`config.mk`:
```
export PLATFORM = sky130hd
export DESIGN_NAME = mem_arbiter
export DESIGN_NICKNAME = d
export VERILOG_FILES = /design/src/rtl/mem_arbiter_pkg.sv /design/src/rtl/mem_arbiter_fill_sequencer.sv /design/src/rtl/mem_arbiter.sv
export SDC_FILE = /design/constraint.sdc
export NUM_CORES = 1
export LEC_CHECK = 0
export ABC_AREA = 1
export CORE_UTILIZATION = 34
export CTS_CLUSTER_SIZE = 14
export DETAILED_ROUTE_END_ITERATION = 8
export PLACE_DENSITY = 0.81
export SLEW_MARGIN = 20
export SYNTH_ARGS = -nofsm -noshare
export SYNTH_HDL_FRONTEND = slang
export SYNTH_SLANG_ARGS = --single-unit
export TNS_END_PERCENT = 5
```
`constraint.sdc`:
```
create_clock -name clk -period 1.7 [get_ports clk]
set_clock_uncertainty 0.2 [all_clocks]
set_input_delay 0.51 -clock clk [delete_from_list [all_inputs] [get_ports clk]]
set_output_delay 0.51 -clock clk [all_outputs]
set_load 0.005 [all_outputs]
```
`src/rtl/mem_arbiter_pkg.sv`:
```
// Shared types and constants for the main-memory arbiter and its block-fill sequencer.
package mem_arbiter_pkg;

    typedef enum logic [1:0] {
        ST_IDLE   = 2'd0,
        ST_WRITE  = 2'd1,
        ST_FILL_I = 2'd2,
        ST_FILL_D = 2'd3
    } arb_state_e;

    localparam int BLK_WORDS  = 8;
    localparam int RD_LATENCY = 4;
    localparam int WORD_SHIFT = 1;

    localparam int REQ_WR  = 0;
    localparam int REQ_D   = 1;
    localparam int REQ_I   = 2;
    localparam int NUM_REQ = 3;

    // Fixed priority: the lowest requester index wins.
    function automatic logic [NUM_REQ-1:0] prio_grant(input logic [NUM_REQ-1:0] req);
        logic [NUM_REQ-1:0] g;
        g = {NUM_REQ{1'b0}};
        for (int k = 0; k < NUM_REQ; k++) begin
            if (req[k] && (g == {NUM_REQ{1'b0}})) begin
                g[k] = 1'b1;
            end else begin
                g[k] = g[k];
            end
        end
        return g;
    endfunction

endpackage

```
`src/rtl/mem_arbiter_fill_sequencer.sv`:
```
// Block-fill sequencer: issue/receive word counters, word address generation and
// last-word detection, shared by the I-cache and D-cache fills.
module mem_arbiter_fill_sequencer
    import mem_arbiter_pkg::*;
#(
    parameter int ADDR_W = 16,
    parameter int WORDS  = BLK_WORDS
) (
    input  logic              clk,
    input  logic              rst,
    input  logic              active_i,
    input  logic [ADDR_W-1:0] base_i,
    input  logic              rdata_valid_i,
    output logic              issue_o,
    output logic [ADDR_W-1:0] issue_addr_o,
    output logic [ADDR_W-1:0] fill_addr_o,
    output logic              rcv_o,
    output logic              last_o
);

    localparam int CNT_W = $clog2(WORDS) + 1;
    localparam logic [CNT_W-1:0] CNT_FULL = CNT_W'(WORDS);
    localparam logic [CNT_W-1:0] CNT_LAST = CNT_W'(WORDS - 1);

    logic [CNT_W-1:0] iss_cnt_q, iss_cnt_d;
    logic [CNT_W-1:0] rcv_cnt_q, rcv_cnt_d;

    // Returns are counted rather than timed, so memory latency jitter is harmless.
    always_comb begin
        issue_o      = active_i && (iss_cnt_q < CNT_FULL);
        rcv_o        = active_i && rdata_valid_i;
        last_o       = rcv_o && (rcv_cnt_q == CNT_LAST);
        issue_addr_o = base_i | (ADDR_W'(iss_cnt_q) << WORD_SHIFT);
        fill_addr_o  = base_i | (ADDR_W'(rcv_cnt_q) << WORD_SHIFT);
        iss_cnt_d    = iss_cnt_q;
        rcv_cnt_d    = rcv_cnt_q;
        if (!active_i || last_o) begin
            iss_cnt_d = {CNT_W{1'b0}};
            rcv_cnt_d = {CNT_W{1'b0}};
        end else begin
            if (issue_o) begin
                iss_cnt_d = iss_cnt_q + CNT_W'(1);
            end else begin
                iss_cnt_d = iss_cnt_q;
            end
            if (rcv_o) begin
                rcv_cnt_d = rcv_cnt_q + CNT_W'(1);
            end else begin
                rcv_cnt_d = rcv_cnt_q;
            end
        end
    end

    // Counter registers.
    always_ff @(posedge clk or posedge rst) begin
        if (rst) begin
            iss_cnt_q <= {CNT_W{1'b0}};
            rcv_cnt_q <= {CNT_W{1'b0}};
        end else begin
            iss_cnt_q <= iss_cnt_d;
            rcv_cnt_q <= rcv_cnt_d;
        end
    end

endmodule

```
`src/rtl/mem_arbiter.sv`:
```
// Main-memory port arbiter: write-through stores > D-cache fill > I-cache fill,
// each transaction runs to completion before the next is arbitrated.
module mem_arbiter
    import mem_arbiter_pkg::*;
#(
    parameter int ADDR_W  = 16,
    parameter int DATA_W  = 16,
    parameter int WORDS   = BLK_WORDS,
    parameter int MEM_LAT = RD_LATENCY
) (
    input  logic              clk,
    input  logic              rst,
    input  logic              i_miss,
    input  logic [ADDR_W-1:0] i_miss_addr,
    input  logic              d_miss,
    input  logic [ADDR_W-1:0] d_miss_addr,
    input  logic              wr_req,
    input  logic [ADDR_W-1:0] wr_addr,
    input  logic [DATA_W-1:0] wr_data,
    output logic              wr_ack,
    output logic              mem_en,
    output logic              mem_wr,
    output logic [ADDR_W-1:0] mem_addr,
    output logic [DATA_W-1:0] mem_wdata,
    input  logic              mem_rdata_valid,
    output logic [ADDR_W-1:0] fill_addr,
    output logic              i_data_we,
    output logic              d_data_we,
    output logic              i_tag_we,
    output logic              d_tag_we,
    output logic              i_busy,
    output logic              d_busy
);

    localparam int OFF_BITS = $clog2(WORDS) + WORD_SHIFT;
    localparam logic [ADDR_W-1:0] BASE_MASK = {{(ADDR_W - OFF_BITS){1'b1}}, {OFF_BITS{1'b0}}};

    if (MEM_LAT < 1 || WORDS < 2) begin : g_param_check
        $error("mem_arbiter: MEM_LAT must be >= 1 and WORDS >= 2");
    end

    arb_state_e state_q, state_d;
    logic [ADDR_W-1:0] base_q, base_d;
    logic [NUM_REQ-1:0] req_s, grant_s;
    logic fill_active_s, seq_issue_s, seq_rcv_s, seq_last_s;
    logic [ADDR_W-1:0] seq_issue_addr_s, seq_fill_addr_s;

    assign req_s[REQ_WR] = wr_req;
    assign req_s[REQ_D]  = d_miss;
    assign req_s[REQ_I]  = i_miss;
    assign grant_s       = prio_grant(req_s);
    assign fill_active_s = (state_q == ST_FILL_I) || (state_q == ST_FILL_D);

    mem_arbiter_fill_sequencer #(
        .ADDR_W(ADDR_W),
        .WORDS (WORDS)
    ) u_fill_seq (
        .clk          (clk),
        .rst          (rst),
        .active_i     (fill_active_s),
        .base_i       (base_q),
        .rdata_valid_i(mem_rdata_valid),
        .issue_o      (seq_issue_s),
        .issue_addr_o (seq_issue_addr_s),
        .fill_addr_o  (seq_fill_addr_s),
        .rcv_o        (seq_rcv_s),
        .last_o       (seq_last_s)
    );

    // Next-state and block-base capture.
    always_comb begin
        state_d = state_q;
        base_d  = base_q;
        case (state_q)
            ST_IDLE: begin
                if (grant_s[REQ_WR]) begin
                    state_d = ST_WRITE;
                    base_d  = wr_addr & BASE_MASK;
                end else if (grant_s[REQ_D]) begin
                    state_d = ST_FILL_D;
                    base_d  = d_miss_addr & BASE_MASK;
                end else if (grant_s[REQ_I]) begin
                    state_d = ST_FILL_I;
                    base_d  = i_miss_addr & BASE_MASK;
                end else begin
                    state_d = ST_IDLE;
                end
            end
            ST_WRITE: state_d = ST_IDLE;
            ST_FILL_I, ST_FILL_D: begin
                if (seq_last_s) begin
                    state_d = ST_IDLE;
                end else begin
                    state_d = state_q;
                end
            end
            default: state_d = ST_IDLE;
        endcase
    end

    // Output steering; the inactive cache never sees a write enable.
    always_comb begin
        wr_ack    = 1'b0;
        mem_en    = 1'b0;
        mem_wr    = 1'b0;
        mem_addr  = {ADDR_W{1'b0}};
        mem_wdata = {DATA_W{1'b0}};
        fill_addr = {ADDR_W{1'b0}};
        i_data_we = 1'b0;
        d_data_we = 1'b0;
        i_tag_we  = 1'b0;
        d_tag_we  = 1'b0;
        i_busy    = 1'b0;
        d_busy    = 1'b0;
        case (state_q)
            ST_IDLE: wr_ack = 1'b0;
            ST_WRITE: begin
                mem_en    = 1'b1;
                mem_wr    = 1'b1;
                mem_addr  = wr_addr;
                mem_wdata = wr_data;
                wr_ack    = 1'b1;
            end
            ST_FILL_I: begin
                mem_en    = seq_issue_s;
                mem_addr  = seq_issue_s ? seq_issue_addr_s : {ADDR_W{1'b0}};
                fill_addr = seq_fill_addr_s;
                i_data_we = seq_rcv_s;
                i_tag_we  = seq_last_s;
                i_busy    = 1'b1;
            end
            ST_FILL_D: begin
                mem_en    = seq_issue_s;
                mem_addr  = seq_issue_s ? seq_issue_addr_s : {ADDR_W{1'b0}};
                fill_addr = seq_fill_addr_s;
                d_data_we = seq_rcv_s;
                d_tag_we  = seq_last_s;
                d_busy    = 1'b1;
            end
            default: wr_ack = 1'b0;
        endcase
    end

    // State and base-address registers.
    always_ff @(posedge clk or posedge rst) begin
        if (rst) begin
            state_q <= ST_IDLE;
            base_q  <= {ADDR_W{1'b0}};
        end else begin
            state_q <= state_d;
            base_q  <= base_d;
        end
    end

endmodule
```
==> run_summary.xml, run 1 <==
<?xml version="1.0" encoding="UTF-8"?>
<metrics>
  <group name="outcome">
    <metric name="result_of_the_run" unit="">finished, violations left</metric>
    <metric name="violations_in_the_final_reports" unit="">setup timing</metric>
  </group>
  <group name="critical_path">
    <metric name="critical_path.startpoint_type" unit="">register</metric>
    <metric name="path_class" unit="">register to primary output</metric>
    <metric name="cpMaxStageDelayCell" unit="">sky130_fd_sc_hd__dfrtp_1</metric>
    <metric name="critPathArrivalTime" unit="ns">1.47</metric>
    <metric name="crit_path_max_fanout" unit="">4</metric>
    <metric name="timing.critical_path.cells" unit="">inv_2 &gt; nand2_4 &gt; inv_6 &gt; buf_6 &gt; buf_6 &gt; a22o_1 &gt; buf_2</metric>
    <metric name="cpPeakStageDelay" unit="ns">0.44</metric>
    <metric name="cp_num_buf_inv" unit="">5</metric>
    <metric name="critPathCaptureType" unit="">primary output</metric>
    <metric name="worst_path_most_repeated_cell" unit="">sky130_fd_sc_hd__buf_6</metric>
    <metric name="data_required_time_at_the_worst_endpoint" unit="ns">0.99</metric>
    <metric name="cp_top_family" unit="">buffers and inverters</metric>
    <metric name="regToRegSetupSlack" unit="ns">0.17</metric>
  </group>
  <group name="floorplanning">
    <metric name="core_region_area" unit="sq um">4750</metric>
    <metric name="design.die.area" unit="sq um">5260</metric>
    <metric name="fp-row-count" unit="">25</metric>
    <metric name="die-height" unit="microns">72.5</metric>
    <metric name="die_width" unit="microns">72.5</metric>
    <metric name="initial_core_util" unit="%">35.6</metric>
    <metric name="number_of_top_level_pins" unit="">127</metric>
  </group>
  <group name="sta">
    <metric name="timing.final.hold_violations" unit="">0</metric>
    <metric name="worst_hold_slack" unit="ns">0.294</metric>
    <metric name="finalCritPeriodShare" unit="%">128</metric>
    <metric name="final_setup_fails" unit="">56</metric>
    <metric name="report.final.slew_viol_count" unit="">0</metric>
    <metric name="finalWorstSetupSlack" unit="ns">-0.475</metric>
    <metric name="rsz0062_at_grt" unit="">yes</metric>
    <metric name="tns" unit="ns">-16.32</metric>
    <metric name="max_freq" unit="GHz">0.460</metric>
    <metric name="layout_min_cycle_time" unit="ns">2.18</metric>
  </group>
  <group name="pwr">
    <metric name="irDropWorstVdd" unit="mV">0.594</metric>
    <metric name="leakage" unit="uW">0.00186</metric>
    <metric name="powerDensity" unit="nW/um^2">1250</metric>
  </group>
  <group name="yosys">
    <metric name="netlist_area" unit="sq um">1690</metric>
    <metric name="synth-async-reset-ratio" unit="%">100</metric>
    <metric name="syn-instance-count" unit="">276</metric>
    <metric name="edff_count_synth" unit="">0</metric>
    <metric name="main_synth_ff_type" unit="">sky130_fd_sc_hd__dfrtp_1</metric>
    <metric name="synth.lib_cells_used.distinct" unit="">23</metric>
    <metric name="yosysSeqAreaShare" unit="%">32.6</metric>
    <metric name="synth.net_count" unit="">348</metric>
    <metric name="yosys_warnings" unit="">0</metric>
    <metric name="register_bit_count_reported_by_yosys" unit="">22</metric>
    <metric name="synth.avg_cell_area" unit="sq um">6.12</metric>
  </group>
  <group name="placed_design">
    <metric name="placement.cell_area" unit="sq um">3180</metric>
    <metric name="dp_hpwl" unit="microns">4720</metric>
    <metric name="post-place-cells" unit="">485</metric>
    <metric name="io_buffers" unit="">117</metric>
    <metric name="routabilityCongestion" unit="">0.807</metric>
  </group>
  <group name="routing">
    <metric name="route.met2.wl" unit="microns">3320</metric>
    <metric name="final_antenna_net_count" unit="">0</metric>
    <metric name="wirelength" unit="microns">6290</metric>
    <metric name="route.detailed.wl_per_inst" unit="microns">12.7</metric>
    <metric name="drt_drc_violations_left" unit="">0</metric>
    <metric name="route.vias.total" unit="">2321</metric>
    <metric name="met3_wirelength" unit="microns">505</metric>
    <metric name="vias_per_instance" unit="">4.68</metric>
    <metric name="wirelength_met1" unit="microns">2400</metric>
    <metric name="routed.top_layer" unit="">met4</metric>
    <metric name="drt_first_iter_violations" unit="">75</metric>
    <metric name="dr.pass1.iters" unit="">4</metric>
  </group>
  <group name="global_route">
    <metric name="global_route_wire_length_before_repair" unit="microns">9640</metric>
    <metric name="grt-ovfl-total" unit="">0</metric>
    <metric name="gr-usage-all-layers" unit="%">22.9</metric>
    <metric name="antenna_violations_before_repair" unit="">0</metric>
    <metric name="grt_pass1_vias" unit="">2157</metric>
    <metric name="grt_start_max_net_pins" unit="">23</metric>
  </group>
  <group name="clock_tree">
    <metric name="hold_buffers" unit="">0</metric>
    <metric name="cts_tree" unit="">done</metric>
    <metric name="numCtsBuffers" unit="">3</metric>
    <metric name="clock_tree.htree_level_count" unit="">1</metric>
    <metric name="clk_path_buf_depth" unit="">2</metric>
    <metric name="cts.root.buffer_cell" unit="">sky130_fd_sc_hd__clkbuf_8</metric>
    <metric name="cts.reportedPaths.clkPinSlew" unit="ns">0.08</metric>
    <metric name="clk-insertion-delay-late" unit="ns">0.25</metric>
    <metric name="tritoncts_num_sinks" unit="">22</metric>
  </group>
  <group name="final_layout">
    <metric name="stdcell_count" unit="">496</metric>
    <metric name="number_of_inserted_filler_cells_in_the_final_layout" unit="">422</metric>
    <metric name="mostFrequentLayoutCells" unit="">sky130_fd_sc_hd__nand2_1, sky130_fd_sc_hd__clkdlybuf4s50_1, sky130_fd_sc_hd__inv_1</metric>
    <metric name="p_r_area_growth_vs_syn" unit="%">92.6</metric>
    <metric name="final_layout_size_suffix_gt1_share" unit="%">33.3</metric>
    <metric name="final_util" unit="%">68.5</metric>
    <metric name="fin_area" unit="sq um">3260</metric>
    <metric name="layout.cells.most_common" unit="">sky130_fd_sc_hd__nand2_1</metric>
    <metric name="inserted_diodes" unit="">0</metric>
    <metric name="nNetsFinal" unit="">503</metric>
  </group>
  <group name="min_path">
    <metric name="min-delay-path-class" unit="">register to register</metric>
  </group>
  <group name="run">
    <metric name="max_cap_viol_count" unit="">0</metric>
  </group>
</metrics>
[where the power goes]
part           switching (uW)  leakage [uW]  internal (uW)  total, uW
sequential                169      0.000276            756        925
clock                     164     0.0000216            158        322
combinational            1320       0.00157           1490       2820
total                    1660       0.00186           2410       4060
[Yosys cell counts (all sizes together), types with 2 or more instances]
master / n / area share, %
xor2: 2 / 1.0
o21ai: 11 / 3.3
dfrtp: 22 / 33
nand2: 102 / 23
inv: 49 / 11
a22o: 7 / 3.6
nand3: 33 / 9.8
buf: 12 / 5.0
nor2: 29 / 6.7
ha: 2 / 1.5
[registers in the layout, summed over array words and instances, names as in the netlist]
register              flops
base_q                   12
u_fill_seq.iss_cnt_q      4
u_fill_seq.rcv_cnt_q      4
state_q                   2
[routing by layer]
layer | vias to the layer above | track usage (%)
met5 | - | 0
met1 | 1066 | 25.6
li1 | 1145 | -
met3 | 8 | 4.86
met4 | 0 | 5.45
met2 | 102 | 43.9
[through the flow]
step,total power (uW),worst slack [ns]
3_5_place_dp,3720,-0.854
2_1_floorplan,2000,0.0234
4_1_cts,3970,-0.527
3_3_place_gp,3650,-0.799
5_1_grt,4390,-0.535
6_report,4060,-0.475
[cell families after synthesis]
kind of cell	Yosys count	synth area share [%]
and+or+nand+nor	166	40.4
DFF	22	32.6
other	1	0.222
xor gates and xnor gates	2	1.04
buffers and inverters	62	16.2
AOI/OAI and AO/OA	21	8.07
adders and majority gates	2	1.48
[area by class of cell]
class	count	area, sq um	area share, %
timing repair buffer	163	1420	43.5
multi-input combinational	192	973	29.9
sequential	22	551	16.9
inverter	49	189	5.80
tap	67	83.8	2.57
clock buffer	3	41.3	1.27
[tightest hold or removal path, delay by kind of cell (launching register included)]
kind             cells  cell delay, ns
AND/OR/NAND/NOR      2            0.10
flip-flops           1            0.36
[final timing paths]
kind	start	endpoint	cells after the start
setup / recovery	state_q[1]$_DFFE_PP0P_	mem_addr[1]	7
max in group asynchronous	rst	u_fill_seq.iss_cnt_q[3]$_DFFE_PP0P_	3
hold reg to reg	base_q[8]$_DFFE_PP0P_	base_q[8]$_DFFE_PP0P_	2
hold / removal	base_q[8]$_DFFE_PP0P_	base_q[8]$_DFFE_PP0P_	2
min in group asynchronous	rst	base_q[9]$_DFFE_PP0P_	3
setup reg to reg	state_q[1]$_DFFE_PP0P_	state_q[1]$_DFFE_PP0P_	7
[what timing repair did]
item / in CTS / in global routing
endpoints found under the setup margin: 56 / 68
pin swaps: 6 / 7
gates resized for setup: 165 / 93
setup buffers: 6 / 2
gates cloned: 1 / 0
Power figures use the tool's default switching activity.
==> run 2, diff against run 1 <==
Settings changed: ABC_CLOCK_PERIOD_IN_PS set to 1700, SKIP_CTS_REPAIR_TIMING set to 1.
==> run 2 against run 1 <==
  * The flow still finishes with violations (setup timing)
  * Global-route usage decreased by 1.4 points
  * Total power decreased by 4.0%
  * First-iteration DRC count increased by 84%
  * Routed wire length decreased by 5.4%
  * Non-clock buffer count decreased by 4
  * Clock power decreased by 2%
  * Utilization decreased by 1.1 points
  * Sequential share of layout area increased by 0.26 points
  * Sequential power decreased by 2%
==> run_summary.xml, run 2 (synthesis results as in run 1) <==
<?xml version="1.0" encoding="UTF-8"?>
<metrics>
  <group name="routing">
    <metric name="wirelength" unit="microns">5940</metric>
    <metric name="route.vias.total" unit="">2265</metric>
    <metric name="route.detailed.wl_per_inst" unit="microns">12.1</metric>
    <metric name="drt_first_iter_violations" unit="">138</metric>
    <metric name="dr.pass1.iters" unit="">4</metric>
    <metric name="vias_per_instance" unit="">4.60</metric>
    <metric name="drt_drc_violations_left" unit="">0</metric>
    <metric name="final_antenna_net_count" unit="">0</metric>
  </group>
  <group name="floorplanning">
    <metric name="die-height" unit="microns">72.5</metric>
    <metric name="die_width" unit="microns">72.5</metric>
    <metric name="number_of_top_level_pins" unit="">127</metric>
    <metric name="core_region_area" unit="sq um">4750</metric>
    <metric name="design.die.area" unit="sq um">5260</metric>
    <metric name="initial_core_util" unit="%">35.6</metric>
    <metric name="fp-row-count" unit="">25</metric>
  </group>
  <group name="sta">
    <metric name="tns" unit="ns">-16.15</metric>
    <metric name="final_setup_fails" unit="">56</metric>
    <metric name="report.final.slew_viol_count" unit="">0</metric>
    <metric name="finalCritPeriodShare" unit="%">137</metric>
    <metric name="max_freq" unit="GHz">0.429</metric>
    <metric name="rsz0062_at_grt" unit="">yes</metric>
    <metric name="finalWorstSetupSlack" unit="ns">-0.628</metric>
    <metric name="layout_min_cycle_time" unit="ns">2.33</metric>
    <metric name="timing.final.hold_violations" unit="">0</metric>
  </group>
  <group name="outcome">
    <metric name="result_of_the_run" unit="">finished, violations left</metric>
    <metric name="violations_in_the_final_reports" unit="">setup timing</metric>
  </group>
  <group name="global_route">
    <metric name="grt_start_max_net_pins" unit="">23</metric>
    <metric name="gr-usage-all-layers" unit="%">21.6</metric>
    <metric name="grt_pass1_vias" unit="">2072</metric>
    <metric name="antenna_violations_before_repair" unit="">0</metric>
    <metric name="global_route_wire_length_before_repair" unit="microns">9070</metric>
    <metric name="grt-ovfl-total" unit="">0</metric>
  </group>
  <group name="clock_tree">
    <metric name="tritoncts_num_sinks" unit="">22</metric>
    <metric name="clk_path_buf_depth" unit="">2</metric>
    <metric name="numCtsBuffers" unit="">3</metric>
    <metric name="cts.reportedPaths.clkPinSlew" unit="ns">0.07</metric>
    <metric name="clock_tree.htree_level_count" unit="">1</metric>
    <metric name="cts_tree" unit="">done</metric>
    <metric name="cts.root.buffer_cell" unit="">sky130_fd_sc_hd__clkbuf_8</metric>
    <metric name="clk-insertion-delay-late" unit="ns">0.25</metric>
  </group>
  <group name="critical_path">
    <metric name="regToRegStartpoint" unit="">state_q[1]$_DFFE_PP0P_</metric>
    <metric name="worst_path_most_repeated_cell" unit="">sky130_fd_sc_hd__buf_6</metric>
    <metric name="timing.critical_path.cells" unit="">inv_2 &gt; buf_6 &gt; nor2_2 &gt; buf_6 &gt; buf_6 &gt; buf_6 &gt; a22o_1 &gt; buf_2</metric>
    <metric name="regToRegSetupSlack" unit="ns">0.17</metric>
    <metric name="cpMaxStageDelayCell" unit="">sky130_fd_sc_hd__dfrtp_1</metric>
    <metric name="path_class" unit="">register to primary output</metric>
    <metric name="cp_num_buf_inv" unit="">6</metric>
    <metric name="crit_path_max_fanout" unit="">6</metric>
    <metric name="critical_path.startpoint_type" unit="">register</metric>
    <metric name="worstReg2RegEnd" unit="">state_q[1]$_DFFE_PP0P_</metric>
    <metric name="r2r_cells" unit="">7</metric>
    <metric name="critPathArrivalTime" unit="ns">1.62</metric>
    <metric name="cpPeakStageDelay" unit="ns">0.43</metric>
    <metric name="critPathCaptureType" unit="">primary output</metric>
    <metric name="data_required_time_at_the_worst_endpoint" unit="ns">0.99</metric>
    <metric name="cp_top_family" unit="">buffers and inverters</metric>
  </group>
  <group name="min_path">
    <metric name="holdPathEnd" unit="">base_q[8]$_DFFE_PP0P_</metric>
    <metric name="timing.hold.worst.start" unit="">base_q[8]$_DFFE_PP0P_</metric>
    <metric name="min-delay-path-class" unit="">register to register</metric>
    <metric name="min_delay_path_depth" unit="">2</metric>
  </group>
  <group name="pwr">
    <metric name="clockPowerShare" unit="%">8.0</metric>
    <metric name="power_frac_comb" unit="%">68.6</metric>
    <metric name="p_switching" unit="uW">1530</metric>
    <metric name="leakage" unit="uW">0.00202</metric>
    <metric name="sequentialPowerShare" unit="%">23.3</metric>
    <metric name="powerDensity" unit="nW/um^2">1220</metric>
    <metric name="fin_total_pwr" unit="uW">3900</metric>
    <metric name="irDropWorstVdd" unit="mV">0.613</metric>
    <metric name="internal-power" unit="uW">2370</metric>
    <metric name="switching_share" unit="%">39.1</metric>
  </group>
  <group name="final_layout">
    <metric name="fin_area" unit="sq um">3210</metric>
    <metric name="p_r_area_growth_vs_syn" unit="%">89.6</metric>
    <metric name="final_util" unit="%">67.4</metric>
    <metric name="max_flop_register" unit="">base_q</metric>
    <metric name="nNetsFinal" unit="">499</metric>
    <metric name="largestRegisters" unit="">base_q: 12 flops, u_fill_seq.iss_cnt_q: 4 flops, u_fill_seq.rcv_cnt_q: 4 flops</metric>
    <metric name="number_of_inserted_filler_cells_in_the_final_layout" unit="">414</metric>
    <metric name="inserted_diodes" unit="">0</metric>
    <metric name="layout.cells.most_common" unit="">sky130_fd_sc_hd__nand2_1</metric>
    <metric name="seq_area" unit="sq um">551</metric>
    <metric name="largest_reg_flops" unit="">12</metric>
    <metric name="final_layout_size_suffix_gt1_share" unit="%">24.0</metric>
    <metric name="mostFrequentLayoutCells" unit="">sky130_fd_sc_hd__nand2_1, sky130_fd_sc_hd__clkdlybuf4s50_1, sky130_fd_sc_hd__inv_1</metric>
    <metric name="multi_input_comb_area" unit="sq um">905</metric>
  </group>
  <group name="placed_design">
    <metric name="io_buffers" unit="">117</metric>
    <metric name="routabilityCongestion" unit="">0.807</metric>
    <metric name="detailedPlace.worstSlack" unit="ns">-0.854</metric>
    <metric name="dp_hpwl" unit="microns">4720</metric>
    <metric name="placement.cell_area" unit="sq um">3180</metric>
  </group>
  <group name="run">
    <metric name="max_cap_viol_count" unit="">0</metric>
  </group>
</metrics>
[run 2: cell types whose count changed in the layout (fill, tap and decap cells not counted), sizes merged]
cell / previous run / this run
clkdlybuf4s50: 58 / 64
dlygate4sd2: 7 / 0
clkdlybuf4s15: 5 / 0
dlymetal6s2s: 3 / 19
clkbuf: 15 / 24
buf: 78 / 55
[run 2: layer usage]
layer	track usage [%]	wire length (microns)
met5	0	0
met4	5.88	37
met3	4.31	513
met2	40.2	3020
met1	24.9	2380
[run 2: area by class of cell]
class	instances	area share [%]
clock buffers	3	1.29
inverters	49	5.82
multi-input cells	192	28.2
flip-flops and latches	22	17.2
well taps	67	2.62
repair buffers	159	44.9
[run 2: worst reg2reg max path, stage by stage, from the launching register on]
cell and delay (ns):
sky130_fd_sc_hd__dfrtp_1 0.42, sky130_fd_sc_hd__buf_6 0.20, sky130_fd_sc_hd__nand2_2 0.07, sky130_fd_sc_hd__inv_2 0.06
sky130_fd_sc_hd__nand3_2 0.09, sky130_fd_sc_hd__buf_4 0.16, sky130_fd_sc_hd__nand2_1 0.13, sky130_fd_sc_hd__o21ai_0 0.10
[run 2: how the worst max path moves through the flow]
stage	to	cells past startpoint	slack, ns	startpoint
finish	mem_addr[13]	8	-0.63	state_q[1]$_DFFE_PP0P_
global route	mem_addr[13]	8	-0.69	state_q[1]$_DFFE_PP0P_
CTS	i_data_we	5	-0.86	mem_rdata_valid
detailed placement	i_data_we	5	-0.85	mem_rdata_valid
global placement	d_tag_we	6	-0.80	mem_rdata_valid
floorplan	mem_addr[14]	5	0.02	state_q[1]$_DFFE_PP0P_
[run 2: power groups by stage]
stage	clock, uW	combinational, uW	sequential, uW
after detailed placement	0	2810	913
after global routing	346	2960	943
after global placement	0	2750	899
after CTS	330	2820	904
final	314	2680	910
after floorplan	0	1090	915
[run 2: stage by stage]
step / hold slack, ns / instances
after floorplan: 0.249 / 276
after global placement: 0.262 / 485
after CTS: 0.294 / 488
final: 0.292 / 492
after global routing: 0.315 / 492
after detailed placement: 0.266 / 485
==> run 3, diff against run 2 <==
Settings changed: CTS_CLUSTER_DIAMETER set to 80.
==> results of run 3 <==
The final DEF is identical to that of run 2; final timing and power are the same.
==> RTL edit 1, RTL diff (config.mk and constraints of run 2) <==
Make the reset (`rst`) synchronous in 2 clocked blocks.
--- a/src/rtl/mem_arbiter_fill_sequencer.sv
+++ b/src/rtl/mem_arbiter_fill_sequencer.sv
@@ -52,7 +52,7 @@
     end
 
     // Counter registers.
-    always_ff @(posedge clk or posedge rst) begin
+    always_ff @(posedge clk) begin
         if (rst) begin
             iss_cnt_q <= {CNT_W{1'b0}};
             rcv_cnt_q <= {CNT_W{1'b0}};
--- a/src/rtl/mem_arbiter.sv
+++ b/src/rtl/mem_arbiter.sv
@@ -142,7 +142,7 @@
     end
 
     // State and base-address registers.
-    always_ff @(posedge clk or posedge rst) begin
+    always_ff @(posedge clk) begin
         if (rst) begin
             state_q <= ST_IDLE;
             base_q  <= {ADDR_W{1'b0}};
Formal check against the unedited RTL: differs if rst is asserted again (counterexample within 4 cycles, from zero or initial values and one cycle with rst high); with rst held inactive, the same outputs for 10 cycles.
==> RTL edit 1 against run 2 <==
  * The run still ends with setup timing left
  * Critical path depth shrank 1
  * Setup slack gained 0.26 ns
  * Sequential cell count is the same
  * Final area grew 7.3%
  * Wire length grew 11%
  * Synthesized area grew 5.8%
  * Critical endpoint is now i_tag_we
Power is not compared: it rests on default switching activity, and its combinational part moved more than twofold at a synthesized area within 25%.
==> RTL edit 1: results (changes against run 2) <==
status - finished, violations left
failing checks - setup timing
fraction of layout cells with a size suffix above 1 - 0.3098 (+0.06977)
CTS Buffer Depth - 2 (unchanged)
global-route wire length before repair - 9.936 mm (+9.5%)
largest cells by area after synthesis - dfxtp_1 (25%), nand2_1 (20%), inv_1 (12%)
Static Leakage - 0.002159 µW
worst path arrival time - 1.36 ns (-0.26 ns)
Worst-Skew Late Latency - 0.27 ns (+0.02 ns)
largest registers - base_q (12), u_fill_seq.iss_cnt_q (4), u_fill_seq.rcv_cnt_q (4)
NumNets Final - 554 (+11%)
Design Power - 2153 µW
highest net fanout along the worst path - 5 (-1)
fin crit share - 1.217 (-0.1528)
clock-pin slew on the worst setup and hold paths - 0.09 ns (+0.02 ns)
first-pass detailed-route iteration total - 5 (+1)
Hold Crit Depth - 3 (+1)
# diodes - 0 (unchanged)
Setup Slack @ Placement - -0.9063 ns (-0.05263 ns)
sequential-to-total area share from yosys stat - 0.2463 (-0.07936)
asr flop ratio synth - 0 (-1.000)
GPL Wtd Cong - 0.8388 (+4.0%)
setup violators final - 56 (unchanged)
R2R Path Start - state_q[1]$_SDFFE_PP0P_
DRT Wirelength - 6.570 mm (+11%)
number of global-route vias before repair - 2281 (+10%)
reg2reg path depth - 9 (+2)
Hold WC Path Type - register to register
largest net degree at the start of global routing - 19 (-17%)
R2R setup slack - 0.08 ns (-0.09 ns)
worst setup margin - -0.3686 ns (+0.2597 ns)
syn nets - 391 (+12%)
met2 WL - 3.416 mm (+13%)
Min Hold Slack - 0.3399 ns (+0.04774 ns)
P_int - 1440 µW
Yosys cell types - 23 (unchanged)
top sig layer - met4
via count - 2483 (+9.6%)
routed wl met3 - 421 µm (-18%)
leading area contributor after synthesis - dfxtp_1
Synth top cells by count - nand2_1 (93), inv_1 (57), nor2_1 (56)
wl on met1 - 2.625 mm (+11%)
GRT Resource Usage Total - 0.2272 (+0.01157)
DRT iter0 DRCs - 110 (-20%)
r2r endpoint - state_q[1]$_SDFFE_PP0P_
DP HPWL - 4.991 mm (+5.7%)
setup tns final - -11.90 ns (+4.248 ns)
Hold EP - u_fill_seq.iss_cnt_q[0]$_SDFFE_PP0P_
hold path start - u_fill_seq.iss_cnt_q[0]$_SDFFE_PP0P_
Ys Warns - 0 (unchanged)
Filler cells - 451 (+8.9%)
CTS Buf Count - 3 (unchanged)
==> RTL edit 1: cell types whose count changed in the layout (fill, tap and decap cells not counted), sizes merged, moves of 7 or more <==
cell	change
buf	+27
clkdlybuf4s50	-23
dfrtp	-22
dfxtp	+22
dlymetal6s2s	+9
inv	+12
nand2	-7
nand3	+7
nor2	+31
==> RTL edit 1: layout make-up <==
class                      instances  area [µm²]  area share
timing repair buffer             174        1520      0.4418
multi-input combinational        220        1081      0.3142
sequential                        22       444.2      0.1291
inverter                          61       236.5     0.06873
tap                               70       87.58     0.02545
clock buffer                       3       41.29     0.01200
clock inverter                     1       30.03    0.008727
==> RTL edit 1: worst max-delay path by stage <==
| stage | startpoint | cells past startpoint | endpoint | slack [ns] |
|---|---|---|---|---|
| 6_report | state_q[1]$_SDFFE_PP0P_ | 7 | i_tag_we | -0.37 |
| 5_1_grt | state_q[1]$_SDFFE_PP0P_ | 7 | i_tag_we | -0.42 |
| 4_1_cts | mem_rdata_valid | 6 | i_tag_we | -0.91 |
| 3_5_place_dp | mem_rdata_valid | 6 | d_tag_we | -0.91 |
| 3_3_place_gp | mem_rdata_valid | 6 | i_tag_we | -0.89 |
| 2_1_floorplan | state_q[1]$_SDFFE_PP0P_ | 5 | mem_addr[10] | 0.02 |
==> RTL edit 1: layer usage <==
metal,up-vias,GRT usage
met4,0,0.04612
met3,10,0.04065
li1,1270,-
met2,84,0.4394
met1,1119,0.2572
met5,-,0
==> RTL edit 1: cell families after synthesis <==
| group | after synthesis | synth area share |
|---|---|---|
| adders and majority gates | 2 | 0.01399 |
| AOI/OAI and AO/OA | 21 | 0.08187 |
| and+or+nand+nor | 195 | 0.4570 |
| xor gates and xnor gates | 1 | 0.004899 |
| other | 1 | 0.002097 |
| buffers and inverters | 77 | 0.1938 |
| DFF | 22 | 0.2463 |
==> RTL edit 1: power groups by stage <==
stage               Sequential (µW)  Clock [µW]  Combinational, µW
floorplan                       608           0                435
global placement                606           0               1030
detailed placement              608           0               1040
CTS                             596         511               1050
global route                    606         544               1150
finish                          600         512               1040
==> RTL edit 1: worst max-delay path: stages, from the launching register on <==
cell and delay, ns:
dfxtp_4 0.38, buf_6 0.11, buf_6 0.12, nand2_4 0.06, nor2_4 0.09, nand2_2 0.09
nor2_2 0.12, clkbuf_2 0.12
==> RTL edit 1: per-stage QoR <==
stage / area, µm² / utilization / std cells
after global routing: 3441 / 0.6780 / 551
after floorplan: 1788 / - / 319
after CTS: 3408 / 0.6716 / 545
final: 3441 / 0.6780 / 551
after global placement: 3337 / 0.6575 / 541
after detailed placement: 3337 / 0.6575 / 541
==> RTL edit 2, RTL diff (flow settings as in run 2) <==
Without the edit above. `ADDR_W` is set to 16 in 2 places; all go to 17.
--- a/src/rtl/mem_arbiter_fill_sequencer.sv
+++ b/src/rtl/mem_arbiter_fill_sequencer.sv
@@ -3,7 +3,7 @@
 module mem_arbiter_fill_sequencer
     import mem_arbiter_pkg::*;
 #(
-    parameter int ADDR_W = 16,
+    parameter int ADDR_W = 17,
     parameter int WORDS  = BLK_WORDS
 ) (
     input  logic              clk,
--- a/src/rtl/mem_arbiter.sv
+++ b/src/rtl/mem_arbiter.sv
@@ -3,7 +3,7 @@
 module mem_arbiter
     import mem_arbiter_pkg::*;
 #(
-    parameter int ADDR_W  = 16,
+    parameter int ADDR_W  = 17,
     parameter int DATA_W  = 16,
     parameter int WORDS   = BLK_WORDS,
     parameter int MEM_LAT = RD_LATENCY
Interface: changed (5 resized); port bits go from 127 to 132. No check against the original RTL was run, so the function may have changed too.
==> RTL edit 2 against run 2 <==
  * The run still ends with setup timing left
  * Sequential cell count grew 1
  * Wire length is 12% higher
  * Final area up 13%
  * Power grew 14%
  * Synthesized area increased by 6.3%
  * Utilization up 3.5 points
  * Maximum frequency rose by 7.5%
  * Global-route usage fell by 0.48 points
  * Setup slack better by 0.16 ns
  * Non-clock buffer count rose by 25
  * Critical path type unchanged
  * Highest routed layer unchanged
==> RTL edit 2: results (changes against run 2) <==
met1 GRT Util - 0.2441 (-0.004592)
met3 Resource Use GR - 0.03079 (-0.01227)
Hold EP - base_q[10]$_DFFE_PP0P_
post-synthesis mux area share - 0 (unchanged)
fraction of power consumed by sequential logic - 0.229 (-0.004)
R2R setup slack - 0.08 ns (-0.09 ns)
htree depth - 1 (unchanged)
GRT Resource Usage Total - 0.2109 (-0.004756)
number of global-route vias before repair - 2200 (+6.2%)
NumNets Final - 556 (+11%)
met2 Use GR - 0.4034 (+0.001534)
sequential-to-total area share from yosys stat - 0.3203 (-0.005350)
largest registers - base_q (13), u_fill_seq.iss_cnt_q (4), u_fill_seq.rcv_cnt_q (4)
setup tns final - -20.32 ns (-4.169 ns)
largest net degree at the start of global routing - 24 (+4.3%)
Avg Cell Area, Syn - 5.891 µm² (-3.8%)
Sw Ratio - 0.4080 (+0.01661)
port bufs - 122 (+4.3%)
GPL Wtd Cong - 0.7873 (-2.4%)
status - finished, violations left
first-pass detailed-route iteration total - 4 (unchanged)
crit-path max cell delay - 0.51 ns (+0.08 ns)
failing checks - setup timing
Via density - 4.513 (-2.0%)
Clk power - 338 µW (+7.6%)
Static Leakage - 0.002179 µW (+7.6%)
Min Hold Slack - 0.3110 ns (+0.01879 ns)
worst setup margin - -0.4663 ns (+0.1620 ns)
Placed Area - 3387 µm² (+6.6%)
routed wl met3 - 400 µm (-22%)
Post-Synth XOR/XNOR Area - 0.009749 (-0.0006134)
reg2reg path depth - 7 (unchanged)
Worst-Skew Late Latency - 0.26 ns
syn nets - 380 (+9.2%)
DRT Wirelength - 6.682 mm (+12%)
Crit. Startpoint - state_q[1]$_DFFE_PP0P_
wl on met1 - 2.703 mm (+14%)
Design Power - 4456 µW (+14%)
fraction of layout cells with a size suffix above 1 - 0.3542 (+0.1142)
top sig layer - met4
post-synthesis compound-gate area fraction - 0.05501 (-0.02567)
setup violators final - 58 (+3.6%)
CP delay by family, top - flip-flops
# diodes - 0 (unchanged)
hold path start - base_q[10]$_DFFE_PP0P_
met2 WL - 3.507 mm (+16%)
Synth top cells by count - nand2_1 (132), inv_1 (46), nand3_1 (32)
Yosys cell types - 21 (-8.7%)
largest cells by area after synthesis - dfrtp_1 (32%), nand2_1 (28%), inv_1 (9.6%)
dpl cells - 530 (+9.3%)
DP HPWL - 4.730 mm (+0.19%)
VDD IR max - 0.6249 mV (+1.9%)
global-route wire length before repair - 9.121 mm (+0.53%)
Avg WL per Cell - 12.15 µm (+0.58%)
Setup Slack @ Placement - -0.8162 ns (+0.03741 ns)
Filler cells - 427 (+3.1%)
Slowest cell on crit path - dfrtp_2
DRT iter0 DRCs - 82 (-41%)
highest net fanout along the worst path - 10 (+4)
synthesized-area fraction occupied by adder cells - 0.01393 (-0.0008763)
## RTL edit 2: worst max-delay path by stage
stage	endpoint	slack (ns)
after global placement	i_tag_we	-0.81
after global routing	mem_addr[16]	-0.55
after detailed placement	d_tag_we	-0.82
final	mem_addr[7]	-0.47
after floorplan	mem_addr[10]	0.03
after CTS	d_tag_we	-0.82
## RTL edit 2: cell type report
type / count / area, µm² / share of cell area
Sequential cell: 23 / 576.8 / 0.1592
Timing Repair Buffer: 184 / 1627 / 0.4489
Clock inverter: 1 / 5.005 / 0.001381
Inverter: 51 / 193.9 / 0.05352
Clock buffer: 3 / 41.29 / 0.01140
Tap cell: 70 / 87.58 / 0.02417
Multi-Input combinational cell: 218 / 1092 / 0.3015
## RTL edit 2: cell families (layout without fill, tap and decap cells)
group,after synthesis,in the layout
AND/OR/NAND/NOR,196,196
flip-flops,23,23
buffers and inverters,64,239
other,1,1
AO/OA/AOI/OAI,17,17
adder cells (fa/ha/maj),2,2
XOR/XNOR,2,2
